File: src/rtl/shmem_port_arbiter.sv
// Round-robin owner arbiter for the shared-memory port: one processor holds the port
// for a full fetch/fetch/write transaction while its address, data and size are muxed out.
module shmem_port_arbiter #(
  parameter int N_PROC = 4,
  parameter int ADDR_W = 16,
  parameter int BUS_W  = 80,
  parameter int SIZE_W = 3
) (
  input  logic                       i_clk,
  input  logic                       i_rst,
  input  logic [N_PROC-1:0]          i_req_rd,
  input  logic [N_PROC-1:0]          i_req_wr,
  input  logic [N_PROC-1:0]          i_wr_en,
  input  logic [N_PROC*ADDR_W-1:0]   i_addr,
  input  logic [N_PROC*BUS_W-1:0]    i_wdata,
  input  logic [N_PROC*SIZE_W-1:0]   i_wr_size,
  output logic [N_PROC-1:0]          o_grant_rd,
  output logic [N_PROC-1:0]          o_grant_wr,
  output logic [BUS_W-1:0]           o_rdata,
  output logic [ADDR_W-1:0]          o_mem_addr,
  output logic                       o_mem_rd_en,
  output logic                       o_mem_wr_en,
  output logic [BUS_W-1:0]           o_mem_wdata,
  output logic [SIZE_W-1:0]          o_mem_wr_size,
  input  logic [BUS_W-1:0]           i_mem_rdata,
  output logic [$clog2(N_PROC)-1:0]  o_owner,
  output logic                       o_busy
);

  // state | meaning
  // IDLE  | no owner; port outputs held at zero
  // OWN   | owner_q holds the port until its write is granted or it stops requesting
  localparam int PW = $clog2(N_PROC);

  typedef enum logic {IDLE, OWN} state_t;

  state_t          state_q, state_d;
  logic [PW-1:0]   owner_q, owner_d;
  logic [PW-1:0]   rr_ptr_q, rr_ptr_d;

  logic [N_PROC-1:0] act;
  logic [N_PROC-1:0] act_masked;
  logic [PW-1:0]     owner_inc;
  logic [PW:0]       pick_idle;
  logic [PW:0]       pick_rel;
  logic              own_rd;
  logic              own_wr;
  logic              own_act;
  logic              own_grant_wr;
  logic              release_own;

  // Returns {found, index} of the first set bit scanning from ptr upward with wrap.
  function automatic logic [PW:0] rr_pick(input logic [N_PROC-1:0] req,
                                          input logic [PW-1:0]     ptr);
    logic          found;
    logic [PW-1:0] idx;
    int            k;
    found = 1'b0;
    idx   = '0;
    for (int i = 0; i < N_PROC; i++) begin
      k = (int'(ptr) + i) % N_PROC;
      if (!found && req[k]) begin
        found = 1'b1;
        idx   = PW'(k);
      end
    end
    return {found, idx};
  endfunction

  assign act          = i_req_rd | i_req_wr;
  assign own_rd       = i_req_rd[owner_q];
  assign own_wr       = i_req_wr[owner_q];
  assign own_act      = act[owner_q];
  assign own_grant_wr = own_wr & ~own_rd;
  assign release_own  = own_grant_wr | ~own_act;
  assign owner_inc    = (owner_q == PW'(N_PROC - 1)) ? '0 : owner_q + 1'b1;
  assign act_masked   = act & ~(N_PROC'(1) << owner_q);
  assign pick_idle    = rr_pick(act, rr_ptr_q);
  assign pick_rel     = rr_pick(act_masked, owner_inc);

  always_ff @(posedge i_clk or posedge i_rst) begin
    if (i_rst) begin
      state_q  <= IDLE;
      owner_q  <= '0;
      rr_ptr_q <= '0;
    end else begin
      state_q  <= state_d;
      owner_q  <= owner_d;
      rr_ptr_q <= rr_ptr_d;
    end
  end

  always_comb begin
    state_d  = state_q;
    owner_d  = owner_q;
    rr_ptr_d = rr_ptr_q;
    case (state_q)
      IDLE: begin
        if (pick_idle[PW]) begin
          state_d = OWN;
          owner_d = pick_idle[PW-1:0];
        end
      end
      OWN: begin
        if (release_own) begin
          rr_ptr_d = owner_inc;
          // Hand straight to the next requester so back-to-back tenures have no bubble.
          if (pick_rel[PW]) begin
            owner_d = pick_rel[PW-1:0];
          end else begin
            state_d = IDLE;
            owner_d = '0;
          end
        end
      end
      default: begin
        state_d = IDLE;
        owner_d = '0;
      end
    endcase
  end

  always_comb begin
    o_grant_rd    = '0;
    o_grant_wr    = '0;
    o_mem_addr    = '0;
    o_mem_rd_en   = 1'b0;
    o_mem_wr_en   = 1'b0;
    o_mem_wdata   = '0;
    o_mem_wr_size = '0;
    o_owner       = '0;
    o_busy        = 1'b0;
    if (state_q == OWN) begin
      o_grant_rd[owner_q] = own_rd;
      o_grant_wr[owner_q] = own_grant_wr;
      o_mem_addr          = i_addr[owner_q*ADDR_W +: ADDR_W];
      o_mem_wdata         = i_wdata[owner_q*BUS_W +: BUS_W];
      o_mem_wr_size       = i_wr_size[owner_q*SIZE_W +: SIZE_W];
      o_mem_rd_en         = own_rd;
      // A simultaneous read wins, so the write strobe only passes with the write grant.
      o_mem_wr_en         = own_grant_wr & i_wr_en[owner_q];
      o_owner             = owner_q;
      o_busy              = 1'b1;
    end
  end

  assign o_rdata = i_mem_rdata;

endmodule

File: config.mk
export PLATFORM = sky130hd
export DESIGN_NAME = shmem_port_arbiter
export DESIGN_NICKNAME = d
export VERILOG_FILES = /design/src/rtl/shmem_port_arbiter.sv
export SDC_FILE = /design/constraint.sdc
export NUM_CORES = 1
export LEC_CHECK = 0
export ABC_AREA = 1
export BUFFER_PORTS_ARGS = -buffer_cell sky130_fd_sc_hd__buf_2
export CAP_MARGIN = 30
export CORE_AREA = 2 2 262 264
export CTS_BUF_LIST = sky130_fd_sc_hd__clkbuf_16
export CTS_CLUSTER_DIAMETER = 40
export CTS_CLUSTER_SIZE = 12
export DETAILED_ROUTE_END_ITERATION = 7
export DIE_AREA = 0 0 264 266
export SYNTH_ARGS = -nofsm -noshare
export SYNTH_HDL_FRONTEND = slang
export SYNTH_SLANG_ARGS = --single-unit
export TNS_END_PERCENT = 10
File: constraint.sdc
create_clock -name i_clk -period 3.6 [get_ports i_clk]
set_input_delay 1.08 -clock i_clk [delete_from_list [all_inputs] [get_ports i_clk]]
set_output_delay 1.08 -clock i_clk [all_outputs]
set_load 0.01 [all_outputs]
# ---- Yosys cells after proc, flatten, opt, wreduce, memory -nomap -nowiden
# Index checks and enable logic that the tools add are counted.
dict set report totals {
  ff_bits 5
  in_bits 490
  out_inout_bits 192
  word_cells 133
}
dict set report classes {
  n_addsub 7
  mul 2
  n_lt_le_gt_ge 10
  n_eq_ne 3
  shifts 4
  n_mux 66
  bitwise 17
  reduce_logical 21
}
# operator n
set ops {}
lappend ops {{indexed part select 320 x 10 -> 80 bit} 1}
lappend ops {{2-to-1 mux 80 bit} 1}
lappend ops {{indexed part select 64 x 7 -> 16 bit} 1}
lappend ops {{2-to-1 mux 1 bit} 33}
lappend ops {{2-to-1 mux 2 bit} 13}
lappend ops {{binary-select mux 1 bit (select 2 bit)} 12}
lappend ops {{< comparator 3 x 4 -> 1 bit (second input constant)} 6}
lappend ops {{2-to-1 mux 16 bit} 1}
lappend ops {{bitwise AND 4 bit} 3}
lappend ops {{OR reduction 2 bit} 6}
lappend ops {{indexed part select 12 x 5 -> 3 bit} 1}
lappend ops {{< comparator 2 x 3 -> 1 bit (second input constant)} 3}
lappend ops {{adder 2 bit (second input constant)} 4}
lappend ops {{2-to-1 mux 4 bit} 2}
lappend ops {{logical AND 1 bit} 7}
lappend ops {{adder 2 x 1 -> 2 bit (second input constant)} 3}
lappend ops {{bitwise AND 1 bit (first input constant)} 6}
lappend ops {{zero test 1 bit} 6}
lappend ops {{multiplier 2 x 3 -> 5 bit (second input constant)} 1}
lappend ops {{multiplier 2 x 2 -> 4 bit (second input constant)} 1}
lappend ops {{NOT 4 bit} 1}
lappend ops {{bitwise OR 4 bit} 1}
lappend ops {{one-hot mux 2 bit (2 select lines)} 1}
lappend ops {{AND reduction 2 bit} 2}
lappend ops {{other kinds (11)} 14}

# ---- Depth between registers and ports, before layout
# Gate-level depths: netlist of the first run.
dict set report logic_depth {
  word_depth 19
  mapped_depth 17
  mapped_depth_nobuf 15
}

# ---- Least setup slack after synthesis of the first run
# No wires, ideal clock.
dict set report synth_path {
  path_type {input -> output}
  start {input port i_req_rd[0]}
  end {output port o_mem_wr_en}
  arrival_time_ns 1.898
  required_time_ns 2.520
  setup_slack_ns 0.622
  stages 7
  n_path_buf 0
  cell_sequence {inv_1 -> o21ai_0 -> o21ai_2 -> inv_2 -> nor2_2 -> nand2_2 -> a21oi_1}
}
dict set report synth_between {
  elab_chain_len 6
}
# item line
set synth_rtl {}
lappend synth_rtl {{from (decl)} 11} ;# input logic [N_PROC-1:0] i_req_rd,
lappend synth_rtl {{binary-select mux 1 bit (select 2 bit)} 71} ;# assign own_rd = i_req_rd[owner_q];
lappend synth_rtl {{2-to-1 mux 1 bit (implied by the code)} 71}
lappend synth_rtl {{NOT 1 bit} 74} ;# assign own_grant_wr = own_wr & ~own_rd;
lappend synth_rtl {{bitwise AND 1 bit} 74}
lappend synth_rtl {{bitwise AND 1 bit} 141} ;# o_mem_wr_en = own_grant_wr & i_wr_en[owner_q];
lappend synth_rtl {{2-to-1 mux 1 bit} 133} ;# if (state_q == OWN) begin
lappend synth_rtl {{to (decl)} 22} ;# output logic o_mem_wr_en,
# No other way between the ends. The select of a mux whose other input is x is not followed.

# ---- Worst setup path in the final report of the first run
dict set report layout_path {
  start {input port i_req_rd[1]}
  end {output port o_mem_wr_en}
}
# The elaborated chain is that of the path after synthesis.

==> run metrics, run 1 <==
DR vias/cell 3.62; Max stage delay on crit path 200 ps; PwrDens 886 mW/mm²; post-synth top area share 30.9%; share of cells above drive strength 1 41.0%; final setup violation count 0; Total Wirelength 41,800 µm; Crit. End Element output pin; IO buf count 521; CTS Buf Count 3; Max VDD drop 0.369 mV; final count of hold timing violations 0; Synth cell types 29; first-pass GRT wire length 54,700 µm; Static Leak 4.03 nW; Seq/Total Area, Yosys 2.50%; Synth Net Count 1,538; critical path cell sequence buf_2, nand2_1, o21ai_1, buf_4, o21ai_2, inv_2, nor2_2, nand2_2, a21oi_1, buf_2; Worst Tran Pin Value 729 ps; hold crit path type input pin to asynchronous set/reset pin; GRT Overall Usage 11.0%; startpoint types input pin; CP Data Arrival Time 2320 ps; CTS max path bufs 2; top cell type by total area after synthesis nor2_1; Core Region 0.0677 mm²; postcts setup bufs 0; root buffer selected by CTS clkbuf_16; largest net degree at the start of global routing 89; status finished, final reports clean; cts hold-fix bufs 0; Design Area, Final 0.00823 mm²; drt drc 0; Tmin final 3400 ps; die height 266 µm; Site Rows 96; Worst Path Required 2520 ps; Area Growth Syn to Fin 64.2%; vias in the first global route 7,281; post_cts resized 1; post-route antenna net violation count 0; Die Area 0.0702 mm²; grt total ovfl 0; post-DP HPWL 36,700 µm; Slew HR 51.4%; Post-Synthesis Cells 1,041; Initial Utilization 7.40%; Net count, final 1,933; fin. max-slew vios 0; Post-Syn Area per Cell 4.81 µm²; First-pass DRT Iterations 5; Worst-path clk slew 40 ps; Cell Area, Synth 0.00501 mm²; synth warn 0; worst hold slack 740 ps; fmax 0.294 GHz; top cells by area, synth nor2_1, o21ai_0, buf_4, a21oi_1, nand2_1; skew final 5.16 ps; top_reg_cell synth dfrtp_1; DRT iter0 DRCs 453; Slowest-stage cell, CP buf_4; IO Pins 682; wire per inst 18.0 µm; TritonCTS sink count 5; worst-skew pair later-pin latency 230 ps; RSZ-0062 raised after global routing no; register bit count reported by yosys 5; CTS tree done; Tcrit/Tclk final 94.3%; number of antenna violations at the first check in global routing 33; Final Wtd Congestion 0.839; via count 8,437; H-tree level count 1; crit-path max FO 5; asr flop ratio synth 100%; DIE WIDTH 264 µm; most used cell, CP buf_2; maxcap violations 0; Post-synth EDFFs 0; WS Path Type input pin to output pin; Post-DP Area 0.00811 mm²
## Yosys cell counts, types with 7 or more instances
library cell / n
nor2_1: 413
inv_1: 26
buf_1: 8
nand2_2: 8
o21ai_0: 210
buf_2: 27
inv_2: 7
nand2_1: 58
ha_1: 7
nand3_1: 21
clkbuf_1: 40
a21oi_1: 104
buf_4: 80
## per-layer routing
layer / global-route usage, % / vias to the layer above / share of wire (%)
met5: 0 / - / 0.29
met4: 5.14 / 20 / 4.7
met3: 4.91 / 99 / 12
met2: 18.3 / 601 / 45
met1: 11.9 / 3628 / 37
li1: - / 4089 / -
## cell families (layout without fill, tap and decap cells)
logic type      count (synthesis)  in the layout  synth area share [%]
buf+inv                       194            588                  22.0
other cells                     0             13                     0
compound gates                321            321                  32.4
simple gates                  513            513                  41.0
flops                           5              5                  2.50
xor+xnor                        1              1                 0.325
fa+ha+maj                       7              7                  1.75
## layout by cell type, fill, tap and decap left out, types with 4 or more instances in the layout
cell	n
o21ai_0	209
inv_2	6
nand3_1	21
inv_1	25
buf_12	10
buf_4	21
nand2_1	58
nand2_2	8
nand3_2	4
diode_2	13
nor2_1	413
ha_1	7
a21oi_1	104
buf_2	519
## state kept, by name, summed over array words and instances (netlist names)
| signal | cells |
|---|---|
| owner_q | 2 |
| rr_ptr_q | 2 |
| state_q | 1 |
## power by group
part           internal, mW  total (mW)  leakage, nW  switching [mW]
Clock                 0.144       0.182       0.0424          0.0381
Sequential           0.0959       0.178       0.0556          0.0826
Combinational          2.47        6.93         3.94            4.46
Total                  2.71        7.29         4.03            4.58
## area by class of cell
type	count	area, µm²
diodes	13	32.5
clock buffers	3	75.1
clock inverters	1	3.75
fillers	8052	59500
inverters	34	139
multi-input cells	842	3780
flip-flops and latches	5	133
well taps	882	1100
repair buffers	550	2960
## critical path: cells and delay by family
kind / cells / cell delay [ps]
simple gates: 3 / 290
compound gates: 3 / 430
buf+inv: 4 / 530
## through the flow
| stage | util (%) | total power [mW] | setup slack (ps) | std cells | setup TNS, ps |
|---|---|---|---|---|---|
| 2_1_floorplan | - | 4.26 | 622 | 1041 | 0 |
| 3_3_place_gp | 12.0 | 7.19 | -16.2 | 2313 | -34.4 |
| 3_5_place_dp | 12.0 | 7.20 | -51.8 | 2313 | -155 |
| 4_1_cts | 12.1 | 7.42 | 168 | 2317 | 0 |
| 5_1_grt | 12.1 | 8.02 | 76.1 | 2327 | 0 |
| 6_report | 12.1 | 7.29 | 204 | 2330 | 0 |
## final timing paths
kind | startpoint | endpoint | slack [ps] | depth (start not counted)
worst max-delay path | i_req_rd[1] | o_mem_wr_en | 200 | 10
worst min register to register | state_q | state_q | 750 | 2
worst min-delay path | i_rst | owner_q[0] | 740 | 2
min in group i_clk | state_q | state_q | 750 | 2
worst max register to register | owner_q[0] | owner_q[0] | 930 | 14
max in group asynchronous | i_rst | owner_q[1] | 2670 | 2
Power figures use the tool's default switching activity.
==> run 2, diff against run 1 <==
CTS_BUF_LIST = sky130_fd_sc_hd__clkbuf_4 sky130_fd_sc_hd__clkbuf_8   (was sky130_fd_sc_hd__clkbuf_16)
==> run metrics, run 2 (synthesis gave the netlist of run 1 again) <==
Static Leak 4.02 nW; vias in the first global route 7,279; skew final 5.13 ps; H-tree level count 1; RSZ-0062 raised after global routing no; TritonCTS sink count 5; first-pass GRT wire length 54,700 µm; Core Region 0.0677 mm²; share of cells above drive strength 1 41.1%; startpoint types input pin; DRT iter0 DRCs 478; Net count, final 1,933; Max VDD drop 0.376 mV; commonest non-fill, non-tap cells in the layout buf_2, nor2_1, o21ai_0; Final Non-Filler Cells 2,332; CTS max path bufs 2; DR vias/cell 3.61; Area Growth Syn to Fin 63.7%; IO Pins 682; met3 wire length 4990 µm; First-pass DRT Iterations 5; fillcell total 8,057; cts hold-fix bufs 0; placed insts 2,313; Metal-1 WL 15,800 µm; final count of hold timing violations 0; final setup violation count 0; wire per inst 17.9 µm; status finished, final reports clean; Final Wtd Congestion 0.839; Worst-path clk slew 40 ps; crit-path max FO 5; root buffer selected by CTS clkbuf_8; Worst Tran Pin Value 733 ps; post-route antenna net violation count 0; Slew HR 51.1%; worst hold slack 741 ps; IO buf count 521; largest net degree at the start of global routing 89; CP Data Arrival Time 2300 ps; drt drc 0; die height 266 µm; maxcap violations 0; fmax 0.295 GHz; Largest regs owner_q x2, rr_ptr_q x2, state_q x1; hold crit path type flip-flop to flip-flop; PwrDens 880 mW/mm²; CTS Buf Count 3; DIE WIDTH 264 µm; WS Path Type input pin to output pin; Tcrit/Tclk final 94.0%; Worst Path Required 2520 ps; Die Area 0.0702 mm²; grt total ovfl 0; Crit. End Element output pin; flop-to-flop setup slack 930 ps; via count 8,420; commonest non-fill, non-tap cell in the layout buf_2; GRT Overall Usage 11.0%; Tmin final 3380 ps; Setup WS pre-CTS -51.8 ps; CTS tree done; fin. max-slew vios 0; Site Rows 96; met2 WL 19,000 µm; Initial Utilization 7.40%; setup slack after layout 216 ps; worst-skew pair later-pin latency 220 ps; number of antenna violations at the first check in global routing 33; max layer used met5; post-DP HPWL 36,700 µm; Total Wirelength 41,800 µm
==> run 2: cell types whose count changed in the layout (fill, tap and decap cells not counted), sizes merged <==
cell    before  now
diode       13   15
clkbuf       3    4
inv         34   33
==> run 2: through the flow <==
| step | setup TNS [ps] | util, % | area (µm²) | total power [mW] |
|---|---|---|---|---|
| 6_report | 0 | 12.1 | 8200 | 7.22 |
| 5_1_grt | 0 | 12.1 | 8190 | 7.95 |
| 4_1_cts | 0 | 12.0 | 8160 | 7.35 |
| 3_5_place_dp | -155 | 12.0 | 8110 | 7.20 |
| 3_3_place_gp | -34.4 | 12.0 | 8110 | 7.19 |
| 2_1_floorplan | 0 | - | 5010 | 4.26 |
==> run 2: final timing paths <==
kind | cells past startpoint | to | start
worst min-delay path | 2 | state_q | state_q
min in group asynchronous | 2 | owner_q[0] | i_rst
worst max register to register | 14 | owner_q[0] | owner_q[0]
worst min register to register | 2 | state_q | state_q
max in group asynchronous | 2 | owner_q[1] | i_rst
worst max-delay path | 10 | o_mem_wr_en | i_req_rd[1]
==> run 2: final cells by class <==
cell class / instances / area (µm²) / area share [%]
clock buffers: 4 / 48.8 / 0.595
repair buffers: 550 / 2960 / 36.0
multi-input cells: 842 / 3780 / 46.1
diodes: 15 / 37.5 / 0.458
inverters: 34 / 139 / 1.69
flip-flops and latches: 5 / 133 / 1.62
well taps: 882 / 1100 / 13.5
==> run 2: power by group <==
group          switching [mW]  internal [mW]  leakage [nW]
combinational            4.46           2.47          3.94
clock                  0.0278         0.0835        0.0263
sequential             0.0826         0.0959        0.0556
==> run 2: worst max-delay path: stages <==
cell	delay (ps)
buf_2	120
nand2_1	60
o21ai_1	160
buf_4	190
o21ai_2	140
inv_2	60
nor2_2	120
nand2_2	110
a21oi_1	130
buf_2	150
==> run 2: what timing repair did <==
item,in CTS,in global routing
buffers inserted,0,0
endpoints found under the setup margin,6,0
resized for setup,1,0
==> run 2: layer usage <==
metal	vias to the layer above	global-route usage, %
met5	-	0
li1	4093	-
met3	94	4.91
met1	3636	11.9
met2	577	18.3
met4	20	5.11
